`src/rtl/lsu_pkg.sv`:
```
// Shared definitions for the load/store unit: RISC-V size/sign codes,
// FSM state encoding and the default data-memory size.
package lsu_pkg;

    localparam int MEM_BYTES_DEFAULT = 64;

    localparam logic [2:0] F3_B  = 3'b000;
    localparam logic [2:0] F3_H  = 3'b001;
    localparam logic [2:0] F3_W  = 3'b010;
    localparam logic [2:0] F3_D  = 3'b011;
    localparam logic [2:0] F3_BU = 3'b100;
    localparam logic [2:0] F3_HU = 3'b101;
    localparam logic [2:0] F3_WU = 3'b110;

    typedef enum logic [2:0] {
        ST_IDLE,
        ST_LOAD,
        ST_STORE_RD,
        ST_STORE_WR,
        ST_RESP
    } lsu_state_e;

    // Access width in bytes; the low two funct3 bits encode log2(size).
    function automatic logic [3:0] access_bytes(input logic [2:0] funct3);
        return 4'd1 << funct3[1:0];
    endfunction

endpackage

```
`src/rtl/lsu_align.sv`:
```
// Combinational data alignment: extends a loaded doubleword to the requested
// size/sign and merges a narrow store into the doubleword read from memory.
module lsu_align (
    input  logic [2:0]  funct3,
    input  logic [63:0] rd_data,
    input  logic [63:0] st_data,
    output logic [63:0] load_data,
    output logic [63:0] merge_data
);
    import lsu_pkg::*;

    logic [3:0] n_bytes;

    assign n_bytes = access_bytes(funct3);

    always_comb begin
        load_data = '0;
        case (funct3)
            F3_B:    load_data = {{56{rd_data[7]}},  rd_data[7:0]};
            F3_H:    load_data = {{48{rd_data[15]}}, rd_data[15:0]};
            F3_W:    load_data = {{32{rd_data[31]}}, rd_data[31:0]};
            F3_D:    load_data = rd_data;
            F3_BU:   load_data = {56'd0, rd_data[7:0]};
            F3_HU:   load_data = {48'd0, rd_data[15:0]};
            F3_WU:   load_data = {32'd0, rd_data[31:0]};
            default: load_data = '0;
        endcase
    end

    // Bytes below the access size come from the store data, the rest are kept.
    for (genvar gi = 0; gi < 8; gi++) begin : g_merge
        localparam logic [3:0] BYTE_IDX = 4'(gi);
        assign merge_data[8*gi +: 8] = (BYTE_IDX < n_bytes) ? st_data[8*gi +: 8]
                                                            : rd_data[8*gi +: 8];
    end

endmodule

```
`src/rtl/load_store_unit.sv`:
```
// Single-outstanding load/store unit between a pipeline and a doubleword data
// memory; narrow stores use a read-modify-write of the containing doubleword.
module load_store_unit
    import lsu_pkg::*;
#(
    parameter int MEM_BYTES = MEM_BYTES_DEFAULT
) (
    input  logic        clk,
    input  logic        rst_n,
    input  logic        req_valid,
    output logic        req_ready,
    input  logic        req_write,
    input  logic [2:0]  req_funct3,
    input  logic [63:0] req_addr,
    input  logic [63:0] req_wdata,
    output logic        resp_valid,
    output logic [63:0] resp_rdata,
    output logic        resp_error,
    output logic [63:0] Mem_Addr,
    output logic [63:0] Write_Data,
    output logic        MemWrite,
    output logic        MemRead,
    input  logic [63:0] Read_Data
);

    lsu_state_e  state_reg, state_next;
    logic        write_reg;
    logic [2:0]  funct3_reg;
    logic [63:0] addr_reg;
    logic [63:0] data_reg;
    logic        err_reg;

    logic        accept;
    logic        req_err;
    logic [3:0]  req_bytes;
    logic        misalign_err;
    logic        range_err;
    logic        funct_err;
    logic [63:0] load_data;
    logic [63:0] merge_data;

    assign accept    = req_valid && (state_reg == ST_IDLE);
    assign req_bytes = access_bytes(req_funct3);

    assign misalign_err = (req_addr[2:0] & 3'(req_bytes - 4'd1)) != 3'd0;
    assign range_err    = req_addr > 64'(MEM_BYTES - 8);
    assign funct_err    = req_write ? req_funct3[2] : (req_funct3 == 3'b111);
    assign req_err      = misalign_err || range_err || funct_err;

    lsu_align u_align (
        .funct3     (funct3_reg),
        .rd_data    (Read_Data),
        .st_data    (data_reg),
        .load_data  (load_data),
        .merge_data (merge_data)
    );

    always_comb begin
        state_next = state_reg;
        case (state_reg)
            ST_IDLE: begin
                if (accept) begin
                    if (req_err)
                        state_next = ST_RESP;
                    else if (!req_write)
                        state_next = ST_LOAD;
                    else if (req_funct3 == F3_D)
                        state_next = ST_STORE_WR;
                    else
                        state_next = ST_STORE_RD;
                end
            end
            ST_LOAD:     state_next = ST_RESP;
            ST_STORE_RD: state_next = ST_STORE_WR;
            ST_STORE_WR: state_next = ST_RESP;
            ST_RESP:     state_next = ST_IDLE;
            default:     state_next = ST_IDLE;
        endcase
    end

    always_ff @(posedge clk or negedge rst_n) begin
        if (!rst_n) begin
            state_reg <= ST_IDLE;
        end else begin
            state_reg <= state_next;
        end
    end

    // data_reg holds the store data, then the merged doubleword or the load result.
    always_ff @(posedge clk or negedge rst_n) begin
        if (!rst_n) begin
            write_reg  <= 1'b0;
            funct3_reg <= '0;
            addr_reg   <= '0;
            data_reg   <= '0;
            err_reg    <= 1'b0;
        end else begin
            if (accept) begin
                write_reg  <= req_write;
                funct3_reg <= req_funct3;
                addr_reg   <= req_addr;
                data_reg   <= req_wdata;
                err_reg    <= req_err;
            end else if (state_reg == ST_LOAD) begin
                data_reg <= load_data;
            end else if (state_reg == ST_STORE_RD) begin
                data_reg <= merge_data;
            end
        end
    end

    always_comb begin
        req_ready  = (state_reg == ST_IDLE);
        MemRead    = (state_reg == ST_LOAD) || (state_reg == ST_STORE_RD);
        MemWrite   = (state_reg == ST_STORE_WR);
        Mem_Addr   = (state_reg == ST_IDLE) ? 64'd0 : addr_reg;
        Write_Data = (state_reg == ST_STORE_WR) ? data_reg : 64'd0;
        resp_valid = (state_reg == ST_RESP);
        resp_error = (state_reg == ST_RESP) && err_reg;
        resp_rdata = ((state_reg == ST_RESP) && !write_reg && !err_reg) ? data_reg : 64'd0;
    end

endmodule

```
`config.mk`:
```
export PLATFORM = sky130hd
export DESIGN_NAME = load_store_unit
export DESIGN_NICKNAME = d
export VERILOG_FILES = /design/src/rtl/lsu_pkg.sv /design/src/rtl/lsu_align.sv /design/src/rtl/load_store_unit.sv
export SDC_FILE = /design/constraint.sdc
export NUM_CORES = 1
export LEC_CHECK = 0
export ABC_AREA = 0
export BUFFER_PORTS_ARGS = -buffer_cell sky130_fd_sc_hd__buf_2
export CAP_MARGIN = 20
export CORE_AREA = 2 2 152 154
export DETAILED_ROUTE_END_ITERATION = 12
export DIE_AREA = 0 0 154 156
export PLACE_DENSITY_LB_ADDON = 0.3
export SYNTH_ARGS = -nofsm -noshare
export SYNTH_HDL_FRONTEND = slang
export SYNTH_SLANG_ARGS = --single-unit
```
`constraint.sdc`:
```
create_clock -name clk -period 1.7 [get_ports clk]
set_input_delay 0.255 -clock clk [delete_from_list [all_inputs] [get_ports clk]]
set_output_delay 0.255 -clock clk [all_outputs]
set_load 0.02 [all_outputs]
```
==> results of run 1 <==
-- placed cells by master (no fill, tap or decap), types with 3 or more instances in the layout --
cell	Yosys	routed
clkinvlp_4	0	3
and2_1	138	74
or3b_2	3	3
nand2_1	241	240
a21oi_1	31	31
nand4_1	4	4
buf_6	5	71
inv_6	0	5
nor2_2	0	3
nor2_1	41	38
a2bb2oi_1	46	46
nor3_1	27	26
dfrtp_1	136	132
mux2i_1	10	9
a22oi_1	19	17
a221oi_1	9	9
nand3_1	33	33
dfrtp_2	0	4
a31oi_1	7	7
inv_1	10	10
clkbuf_16	0	23
nor3b_1	4	3
a21oi_4	3	3
o22ai_1	4	4
buf_4	4	94
nor2b_1	64	64
o211ai_1	32	32
buf_12	0	23
buf_8	0	4
o21ai_0	11	11
buf_16	0	4
and2_2	0	14
and2_4	0	50
a222oi_1	9	9
bufinv_16	0	3
buf_2	23	289
nor4_1	14	14
nor3b_4	1	3
-- metrics by stage --
step / hold slack, ps / cell area (um2) / worst slack [ps]
2_1_floorplan: -40.6 / 8420 / -209
3_3_place_gp: 191 / 11100 / -384
3_5_place_dp: 183 / 11100 / -388
4_1_cts: 21.1 / 12500 / -528
5_1_grt: 30.1 / 12800 / -626
6_report: 38.2 / 12800 / -548
-- final timing paths --
kind                                          start                   endpoint  slack (ps)  depth (start not counted)
setup reg to reg           state_reg[2]$_DFFE_PN0P_   data_reg[18]$_DFFE_PN0P_        -230                          7
hold / removal                          req_addr[9]    addr_reg[9]$_DFFE_PN0P_          40                          3
max in group asynchronous                     rst_n  funct3_reg[1]$_DFFE_PN0P_         780                          3
setup / recovery           state_reg[1]$_DFFE_PN0P_             resp_rdata[58]        -550                          7
hold reg to reg            addr_reg[11]$_DFFE_PN0P_   addr_reg[11]$_DFFE_PN0P_         470                          2
min in group asynchronous                     rst_n   addr_reg[21]$_DFFE_PN0P_         300                          2
-- critical path: stages, from the launching register on --
cell and delay, ps:
dfrtp_2 430, nor3b_4 220, nor3b_4 250, buf_6 140, buf_6 130, buf_12 140
and2_4 150, buf_6 110
-- layout make-up --
cell class | instances | area (um2) | share of cell area, %
Sequential cell | 136 | 3410 | 26.7
Timing Repair Buffer | 492 | 3740 | 29.3
Inverter | 10 | 37.5 | 0.294
Multi-Input combinational cell | 772 | 4630 | 36.2
Tap cell | 285 | 357 | 2.79
Clock inverter | 14 | 188 | 1.47
Clock buffer | 18 | 429 | 3.36
-- logic make-up (layout without fill, tap and decap cells) --
kind of cell,Yosys count,after routing,synth area share (%)
AND/OR/NAND/NOR,580,580,35.3
AO/OA/AOI/OAI,180,180,16.6
flip-flops,136,136,41.1
buffers and inverters,99,534,5.57
multiplexers,10,10,1.21
XOR/XNOR,2,2,0.212
-- routing by layer --
layer / share of wire (%) / global-route usage [%]
met5: 0 / 0
met4: 1.7 / 6.05
met3: 7.3 / 6.25
met2: 50 / 42.5
met1: 41 / 31.8
-- report_power, final --
group	internal [uW]	total, uW	switching [uW]
sequential	3690	4030	339
combinational	1030	2270	1240
clock	2360	3960	1600
-- repair_timing --
item | 4_1_cts | 5_1_grt
pin swaps | 20 | 7
cloned | 5 | 7
resized for setup | 199 | 48
hold buffers | 1 | 0
setup endpoints to repair | 295 | 332
setup buffers | 11 | 1
hold endpoints to repair | 33 | 0
==> results.json, run 1 <==
{
  "syn_inst": 1007,
  "rsz0062_at_grt": "true",
  "yosys_most_used_dff": "dfrtp_1",
  "worstPathArrival_ps": 1990,
  "synth_common_cells": "nand2_1, and2_1, dfrtp_1",
  "critPathRequiredTime_ps": 1440,
  "path_max_fanout": 8,
  "fp.dieArea_um2": 24000,
  "cts_buffers": 17,
  "yosysUniqueCellTypes": 49,
  "antenna_found_initial": 0,
  "pin_count": 396,
  "htreeDepth": 4,
  "tns_ps": -106940,
  "slew_viol_final": 0,
  "post-route-period-util_pct": 132,
  "setup_ws_ps": -548,
  "power.density_nw_per_um2": 802,
  "synth_top_area_share_pct": 41.1,
  "fin_skew_ps": 10.8,
  "drt_wl_total_um": 31600,
  "grt_pass1_vias": 8646,
  "portBuffers": 395,
  "synth_edf_count": 0,
  "die_h_um": 156,
  "leakagePower_uw": 0.00638,
  "min_period_ps": 2250,
  "cts.clk_slew.worst_paths_ps": 70,
  "syn_avg_cell_area_um2": 8.22,
  "ys_seq_area_share_pct": 41.1,
  "start_util_pct": 37.0,
  "grt_pass1_wl_um": 47400,
  "slew_headroom_pct": 45.8,
  "finalHoldViolations": 0,
  "clock_path_buffers": 2,
  "hp-class": "in2reg",
  "layout.cells.non_filler": 1727,
  "nets": 1628,
  "die_w_um": 154,
  "synth_most_common_cell": "nand2_1",
  "drt_iter0_drc": 582,
  "grtUsageTotal_pct": 24.9,
  "start_kind": "flop",
  "syn_nets": 1206,
  "synth_top_area_cell": "dfrtp_1",
  "via_per_inst": 5.21,
  "cts_tree": "done",
  "critPathKind": "reg2out",
  "power_uw": 10300,
  "syn-cell-area_um2": 8280,
  "grt_overflow_total": 0,
  "via_count": 8997,
  "synth_area_leaders": "dfrtp_1, nand2_1, and2_1, a2bb2oi_1, nor2b_1",
  "vdd_drop_max_uv": 673,
  "status": "finished with violations",
  "grt_max_degree": 66,
  "dp_cells": 1670,
  "async_reset_ff_share_pct": 100,
  "yosys_warnings": 0,
  "cts-root-buf": "clkbuf_16",
  "tightest_slew_ps": 809,
  "violations": "setup timing",
  "dp_hpwl_um": 21600,
  "fillers": 2024,
  "synth_seq_cells": 136,
  "finalSetupViolations": 331,
  "syn_to_final_growth_pct": 54.4,
  "rows": 55,
  "endpoint_kind": "primary output",
  "fmax_mhz": 445,
  "max_cap_violations": 0,
  "drc": 0,
  "insertedDiodeCount": 0,
  "first_pass_iters": 7,
  "core_um2": 22400,
  "cts_sinks": 136,
  "drive_gt1_share_pct": 42.8,
  "clk_latency_ps": 420,
  "final_util_pct": 57.2,
  "drt.antenna.violating_nets": 0,
  "gp_congestion": 0.845,
  "wl_per_cell_um": 18.3
}
(Power assumes the default switching activity.)
==> run 2, diff against run 1 <==
==> constraint.sdc (replaced) <==
create_clock -name clk -period 2.2 [get_ports clk]
set_input_delay 0.33 -clock clk [delete_from_list [all_inputs] [get_ports clk]]
set_output_delay 0.33 -clock clk [all_outputs]
set_load 0.02 [all_outputs]
==> results.json, run 2 (synthesis gave the netlist of run 1 again) <==
{
  "slew_viol_final": 0,
  "power.internal_uw": 5220,
  "holdWs_ps": 113,
  "via_per_inst": 5.38,
  "clk_latency_ps": 420,
  "grt_pass1_wl_um": 47300,
  "clock_path_buffers": 2,
  "grt_max_degree": 79,
  "cts_sinks": 136,
  "tightest_slew_ps": 760,
  "wl_per_cell_um": 19.9,
  "path_max_fanout": 16,
  "syn_to_final_growth_pct": 53.3,
  "die_h_um": 156,
  "grt_overflow_total": 0,
  "fin_area_um2": 12700,
  "start_util_pct": 37.0,
  "post_dp_cell_area_um2": 10600,
  "pin_count": 396,
  "dp_hpwl_um": 21500,
  "core_um2": 22400,
  "critPathKind": "reg2out",
  "grt_pass1_vias": 8432,
  "start_kind": "flop",
  "max_cap_violations": 0,
  "grtUsageTotal_pct": 25.1,
  "violations": "setup timing",
  "cts.clk_slew.worst_paths_ps": 70,
  "final_util_pct": 56.8,
  "cts_tree": "done",
  "mostFrequentLayoutCells": "nand2_1, buf_2, dfrtp_1",
  "finalHoldViolations": 0,
  "switchingPower_uw": 2520,
  "drt_wl_total_um": 34000,
  "gp_congestion": 0.836,
  "status": "finished with violations",
  "drive_gt1_share_pct": 40.3,
  "cts_buffers": 17,
  "die_w_um": 154,
  "htreeDepth": 4,
  "via_count": 9198,
  "first_pass_iters": 7,
  "portBuffers": 395,
  "power.density_nw_per_um2": 610,
  "post-route-period-util_pct": 105,
  "min_period_ps": 2300,
  "power_frac_clock_pct": 37.4,
  "hp-class": "in2reg",
  "endpoint_kind": "primary output",
  "antenna_found_initial": 5,
  "vdd_drop_max_uv": 481,
  "finalSetupViolations": 156,
  "power_frac_seq_pct": 40.3,
  "fin_skew_ps": 8.62,
  "drc": 0,
  "fp.dieArea_um2": 24000,
  "slew_headroom_pct": 49.1,
  "drt_iter0_drc": 629,
  "critPathRequiredTime_ps": 1870,
  "p_comb_share_pct": 22.3,
  "fmax_mhz": 435,
  "setup_ws_ps": -100,
  "p_sw_share_pct": 32.5,
  "leakagePower_uw": 0.00623,
  "final_common_cell": "nand2_1",
  "cts-root-buf": "clkbuf_16",
  "nets": 1605,
  "drt.antenna.violating_nets": 0,
  "rsz0062_at_grt": "true",
  "worstPathArrival_ps": 1970,
  "rows": 55
}
-- run 2: changes by cell type in the layout (fill, tap and decap cells not counted), moves of 3 or more --
| cell | previous run | this run |
|---|---|---|
| and2_4 | 50 | 44 |
| and2_2 | 14 | 0 |
| inv_8 | 2 | 5 |
| buf_6 | 71 | 90 |
| diode_2 | 0 | 5 |
| buf_12 | 23 | 14 |
| buf_4 | 94 | 117 |
| and2_1 | 74 | 94 |
| buf_2 | 289 | 231 |
| clkbuf_16 | 23 | 27 |
-- run 2: final timing paths --
kind | from | slack [ps] | end | cells after the start
worst max register to register | state_reg[1]$_DFFE_PN0P_ | 40 | data_reg[32]$_DFFE_PN0P_ | 6
worst min register to register | addr_reg[61]$_DFFE_PN0P_ | 470 | addr_reg[61]$_DFFE_PN0P_ | 2
worst min-delay path | req_addr[16] | 110 | addr_reg[16]$_DFFE_PN0P_ | 3
max in group asynchronous | rst_n | 1110 | data_reg[4]$_DFFE_PN0P_ | 3
worst max-delay path | state_reg[0]$_DFFE_PN0P_ | -100 | resp_rdata[20] | 6
min in group asynchronous | rst_n | 450 | addr_reg[6]$_DFFE_PN0P_ | 2
-- run 2: critical path, cell delays in order (launching register included) --
cell and delay [ps]:
dfrtp_2 440, nor3b_4 250, nor3b_4 250, buf_6 180
buf_16 150, and2_1 140, buf_4 140
-- run 2: metal layers --
layer  routed length (um)  up-vias  global-route usage (%)
met1                13500     4407                    31.4
met3                 2460       72                    5.33
met4                 1040        0                    8.99
li1                     -     4257                       -
met2                16900      462                    43.0
met5                    0        -                       0
-- run 2: layout make-up --
cell class | instances | area, um2
inverters | 10 | 37.5
repair buffers | 469 | 3720
well taps | 285 | 357
clock inverters | 15 | 159
clock buffers | 17 | 425
flip-flops and latches | 136 | 3410
fillers | 2003 | 9670
diodes | 5 | 12.5
multi-input cells | 772 | 4580
-- run 2: power by group through the flow --
stage                     clock [uW]  combinational (uW)  sequential [uW]
after floorplan                    0                1010             3030
after global placement             0                1570             3140
after detailed placement           0                1600             3150
after CTS                       2960                1630             3110
after global routing            3050                1890             3170
final                           2890                1730             3120
-- run 2: repair_timing --
item | in CTS | in global routing
endpoints found under the setup margin | 194 | 193
cloned | 4 | 13
buffers inserted | 17 | 2
hold buffers | 1 | 0
gates resized for setup | 116 | 198
endpoints found under the hold margin | 51 | 0
pin swaps | 2 | 10
-- run 2: through the flow --
step | std cells | power [uW] | setup WS, ps | TNS, ps
6_report | 1709 | 7740 | -100 | -9260
5_1_grt | 1708 | 8110 | -176 | -21560
4_1_cts | 1690 | 7690 | -81.7 | -7670
3_5_place_dp | 1636 | 4750 | 82.5 | 0
3_3_place_gp | 1636 | 4720 | 122 | 0
2_1_floorplan | 1007 | 4040 | 47.4 | 0
